==> config.mk <==
export PLATFORM = sky130hd
export DESIGN_NAME = dncnt_sched
export DESIGN_NICKNAME = d
export VERILOG_FILES = /design/src/rtl/dncnt_sched.sv
export SDC_FILE = /design/constraint.sdc
export NUM_CORES = 1
export LEC_CHECK = 0
export CAP_MARGIN = 20
export CORE_UTILIZATION = 41
export CTS_CLUSTER_SIZE = 8
export DETAILED_ROUTE_END_ITERATION = 7
export HOLD_SLACK_MARGIN = 0.12
export PLACE_DENSITY = 0.73
export SLEW_MARGIN = 20
export SYNTH_ARGS = -nofsm -noshare
export SYNTH_HDL_FRONTEND = slang
export SYNTH_SLANG_ARGS = --single-unit
==> constraint.sdc <==
create_clock -name clk -period 1.52 [get_ports clk]
set_input_delay 0.304 -clock clk [delete_from_list [all_inputs] [get_ports clk]]
set_output_delay 0.304 -clock clk [all_outputs]
set_load 0.05 [all_outputs]
==> src/rtl/dncnt_sched.sv <==
// dncnt_sched: scheduler for an N-bit down counter with a programmable
// prescaler, pause/resume, stop and optional auto-reload.
// q, step and done are registered; busy and state come straight from
// the state register.
module dncnt_sched #(
    parameter int N  = 4,
    parameter int PW = 4
) (
    input  logic          clk,
    input  logic          rst,
    input  logic          start,
    input  logic          stop,
    input  logic          pause,
    input  logic          auto_reload,
    input  logic [N-1:0]  load_val,
    input  logic [PW-1:0] prescale,
    output logic [N-1:0]  q,
    output logic          step,
    output logic          done,
    output logic          busy,
    output logic [1:0]    state
);

    typedef enum logic [1:0] {
        IDLE  = 2'd0,
        RUN   = 2'd1,
        PAUSE = 2'd2,
        DONE  = 2'd3
    } state_t;

    localparam logic [N-1:0]  Q_ONE  = N'(1);
    localparam logic [PW-1:0] PC_ONE = PW'(1);

    state_t        st, st_nxt;
    logic [N-1:0]  q_nxt;
    logic [PW-1:0] pc, pc_nxt;
    logic          step_nxt, done_nxt;

    // State register plus registered count and strobes.
    // NOTE: sequential state uses non-blocking (<=) so every register samples
    // pre-edge values; blocking (=) here would create ordering-dependent races.
    always_ff @(posedge clk) begin
        if (rst) begin
            st   <= IDLE;
            q    <= '0;
            pc   <= '0;
            step <= 1'b0;
            done <= 1'b0;
        end else begin
            st   <= st_nxt;
            q    <= q_nxt;
            pc   <= pc_nxt;
            step <= step_nxt;
            done <= done_nxt;
        end
    end

    // Next-state, count and strobe logic; priority stop > start > pause > step.
    always_comb begin
        // NOTE: every output of this block gets a default before any branch,
        // so no path can leave a value unassigned and infer a latch.
        st_nxt   = st;
        q_nxt    = q;
        pc_nxt   = pc;
        step_nxt = 1'b0;
        done_nxt = 1'b0;

        if (stop) begin
            // Abort: cancels any step due this cycle, no done pulse.
            st_nxt = IDLE;
            q_nxt  = '0;
            pc_nxt = '0;
        end else if (start) begin
            // Start or restart from any state; a zero load terminates at once.
            pc_nxt = '0;
            if (load_val == '0) begin
                q_nxt    = '0;
                done_nxt = 1'b1;
                st_nxt   = auto_reload ? RUN : DONE;
            end else begin
                q_nxt  = load_val;
                st_nxt = RUN;
            end
        end else begin
            unique case (st)
                RUN: begin
                    if (pause) begin
                        st_nxt = PAUSE;
                    end else if (pc == prescale) begin
                        pc_nxt   = '0;
                        step_nxt = 1'b1;
                        if (q > Q_ONE) begin
                            q_nxt = q - Q_ONE;
                        end else begin
                            // Terminal count (q==1, or q==0 under auto-reload
                            // with a zero load value).
                            done_nxt = 1'b1;
                            if (auto_reload) begin
                                q_nxt = load_val;
                            end else begin
                                q_nxt  = '0;
                                st_nxt = DONE;
                            end
                        end
                    end else begin
                        // Lowering prescale below pc lets pc wrap naturally.
                        pc_nxt = pc + PC_ONE;
                    end
                end
                PAUSE: begin
                    // pc is held, so the count resumes where it stopped.
                    if (!pause) st_nxt = RUN;
                end
                default: begin
                    // IDLE and DONE wait for start.
                end
            endcase
        end
    end

    assign busy  = (st == RUN) || (st == PAUSE);
    assign state = st;

endmodule

==> results.json <==
{
  "ys_ff_latch": 12,
  "path_max_fanout": 8,
  "ir_worst_vdd_mv": 0.608,
  "worstHoldPathType": "reg -> reg",
  "cts_hold_buf": 0,
  "rsz0062_at_grt": "yes",
  "holdPathStages": 2,
  "final.min_clock_period_ps": 1710,
  "dieArea_um2": 2110,
  "synth_nets": 113,
  "core_um2": 1760,
  "crit_path_start_kind": "input port",
  "syn_inst": 94,
  "final_nets": 157,
  "remaining_drc_errors": 0,
  "die_w_um": 46.0,
  "wl_per_cell_um": 17.4,
  "grt_first_pass_wirelength_mm": 3.55,
  "clock_path_buffers": 2,
  "reg2reg_slack_ps": -170,
  "async_flop_share_pct": 0,
  "cp-end-kind": "flop",
  "grt_use_met3_pct": 5.56,
  "num_antenna_cells": 0,
  "antenna_found_initial": 0,
  "min_from": "pc[3]",
  "synthTopCellsByCount": "dfxtp_1, nand2_1, a21oi_1",
  "max_freq_mhz": 585,
  "p_leak_nw": 0.571,
  "drt_iter0_drc": 33,
  "cts_inserted_buffers": 3,
  "slew_viol_final": 0,
  "post-route-util_pct": 85.5,
  "vias": 945,
  "setup_viol": 2,
  "cp_slowest_cell": "clkdlybuf4s50_1",
  "wirelength_mm": 2.83,
  "grtUsageMet2_pct": 41.4,
  "hold_viol": 0,
  "tightest_slew_ps": 532,
  "worstReg2RegStart": "q[1]",
  "hpwlAfterDp_mm": 1.68,
  "cts_tree": "done",
  "ys_warn_count": 0,
  "port_buffers": 22,
  "rows": 15,
  "gr-total-overflow": 0,
  "critPathBufInv": 1,
  "grt_pass1_vias": 803,
  "grt.busiest_layer": "met2",
  "clock-sinks": 12,
  "worstReg2RegEnd": "q[2]",
  "yosysTopAreaCellShare_pct": 30.3,
  "stdcell_area_um2": 1510,
  "grt.total_usage_pct": 24.3,
  "insertion_delay_ps": 270,
  "start_util_pct": 45.0,
  "power.density_nw_per_um2": 602,
  "seq_area_frac_synth_pct": 30.3,
  "clk_pin_slew_ps": 80,
  "ff2ff_path_depth": 7,
  "slew_headroom_pct": 64.1,
  "fin_ws_ps": -189,
  "instances_no_fill": 162,
  "cpLargestDelayFamily": "buffers and inverters",
  "synthFlopType": "dfxtp_1",
  "grt_max_degree": 9,
  "synth-edff-count": 0,
  "drive_gt1_share_pct": 56.2,
  "synth_top_cell_by_area": "dfxtp_1",
  "critPathKind": "in -> reg",
  "yosysMostFrequentCell": "dfxtp_1",
  "io-pin-count": 23,
  "min_period_over_period_pct": 112,
  "vias_per_cell": 5.83,
  "crit_required_ps": 1700,
  "syn_to_final_growth_pct": 90.1,
  "violations": "setup timing",
  "met1_usage_pct": 28.1,
  "min_to": "pc[3]",
  "syn-cell-area_um2": 793,
  "maxCapViolCount": 0,
  "yosysUniqueCellTypes": 36,
  "root_buffer": "clkbuf_4",
  "gp_congestion": 0.851,
  "htree_num_levels": 1,
  "synth_area_per_cell_um2": 8.44,
  "fp.dieH_um": 46.0,
  "ys_top_cells_by_area": "dfxtp_1, ha_1, a211oi_1, a21oi_1, nand2_1",
  "worstPathArrival_ps": 1890,
  "placed_area_um2": 1270,
  "numPlacedInstances": 154,
  "finClkSkew_ps": 1.69,
  "cpPeakStageDelay_ps": 610,
  "final_antenna_net_count": 0,
  "crit_path_cell_trace": "clkdlybuf4s50_1 > nor4b_1 > a21oi_1 > o31ai_1",
  "status": "finished with violations",
  "drt_first_pass_iters": 4
}
[kinds of logic after synthesis]
group | count (synthesis) | share of synthesized area [%]
compound gates | 27 | 24.3
flops | 12 | 30.3
xor+xnor | 7 | 8.68
buf+inv | 10 | 5.84
simple gates | 33 | 23.0
fa+ha+maj | 5 | 7.89
[layout by cell type (no fill, tap or decap), types with 2 or more instances in the layout]
cell type | synthesis | final
inv_4 | 0 | 2
ha_4 | 0 | 4
o31ai_1 | 2 | 2
a32oi_2 | 0 | 2
a21oi_2 | 0 | 2
inv_1 | 7 | 3
a211oi_2 | 0 | 3
dfxtp_2 | 0 | 6
nor2_1 | 5 | 4
xnor2_2 | 1 | 4
buf_4 | 0 | 20
a211oi_1 | 7 | 4
dfxtp_1 | 12 | 2
dfxtp_4 | 0 | 4
nor3_1 | 4 | 4
clkdlybuf4s50_1 | 0 | 8
dlygate4sd2_1 | 0 | 5
clkbuf_4 | 0 | 3
a21oi_1 | 8 | 6
buf_12 | 0 | 8
xor2_1 | 3 | 3
or4_4 | 0 | 2
nand2_1 | 9 | 7
inv_2 | 0 | 2
[worst reg2reg max path, stage by stage (launching register included)]
cell	delay, ps
dfxtp_4	360
inv_4	80
ha_4	130
buf_4	100
buf_4	100
nor4b_1	450
a21oi_1	140
o31ai_1	240
[through the flow]
step / TNS, ps / power, mW / hold slack, ps / setup slack, ps
finish: -253 / 0.908 / 593 / -189
global placement: -2500 / 0.579 / 574 / -362
global route: -440 / 0.944 / 633 / -249
CTS: -30.2 / 0.856 / 583 / -30.2
detailed placement: -3060 / 0.585 / 569 / -417
floorplan: 0 / 0.461 / 475 / 0.444
[where the power goes]
part / leakage (nW) / total, mW / switching (mW) / internal (mW)
clock network: 0.0210 / 0.256 / 0.110 / 0.146
logic: 0.447 / 0.320 / 0.163 / 0.156
registers: 0.103 / 0.333 / 0.0143 / 0.318
total: 0.571 / 0.908 / 0.288 / 0.620
[layer usage]
metal,wire length (µm),share of wire [%]
met1,1180,42
met2,1390,49
met3,166,5.9
met4,93,3.3
met5,0,0
[sequential cells by signal, indices dropped and copies added (netlist names)]
register / cells
step: 1
done: 1
pc: 4
state: 2
q: 4
[cell type report]
type	instances	area, µm²
multi-input cells	72	701
well taps	25	31.3
fillers	101	256
flip-flops and latches	12	263
repair buffers	42	445
inverters	7	31.3
clock buffers	4	36.3
[timing repair]
action	in CTS	in global routing
resized for setup	20	22
pin swaps	9	15
setup endpoints to repair	7	7
setup buffers	1	3
[how the worst max path moves through the flow]
stage	start	to	slack (ps)	cells past startpoint
CTS	q[1]	state[0]	-30	6
global route	q[1]	q[2]	-250	7
detailed placement	prescale[2]	state[0]	-420	5
global placement	prescale[2]	state[0]	-360	5
finish	start	q[2]	-190	4
floorplan	q[0]	q[3]	0.4	6
(Power assumes the default switching activity.)
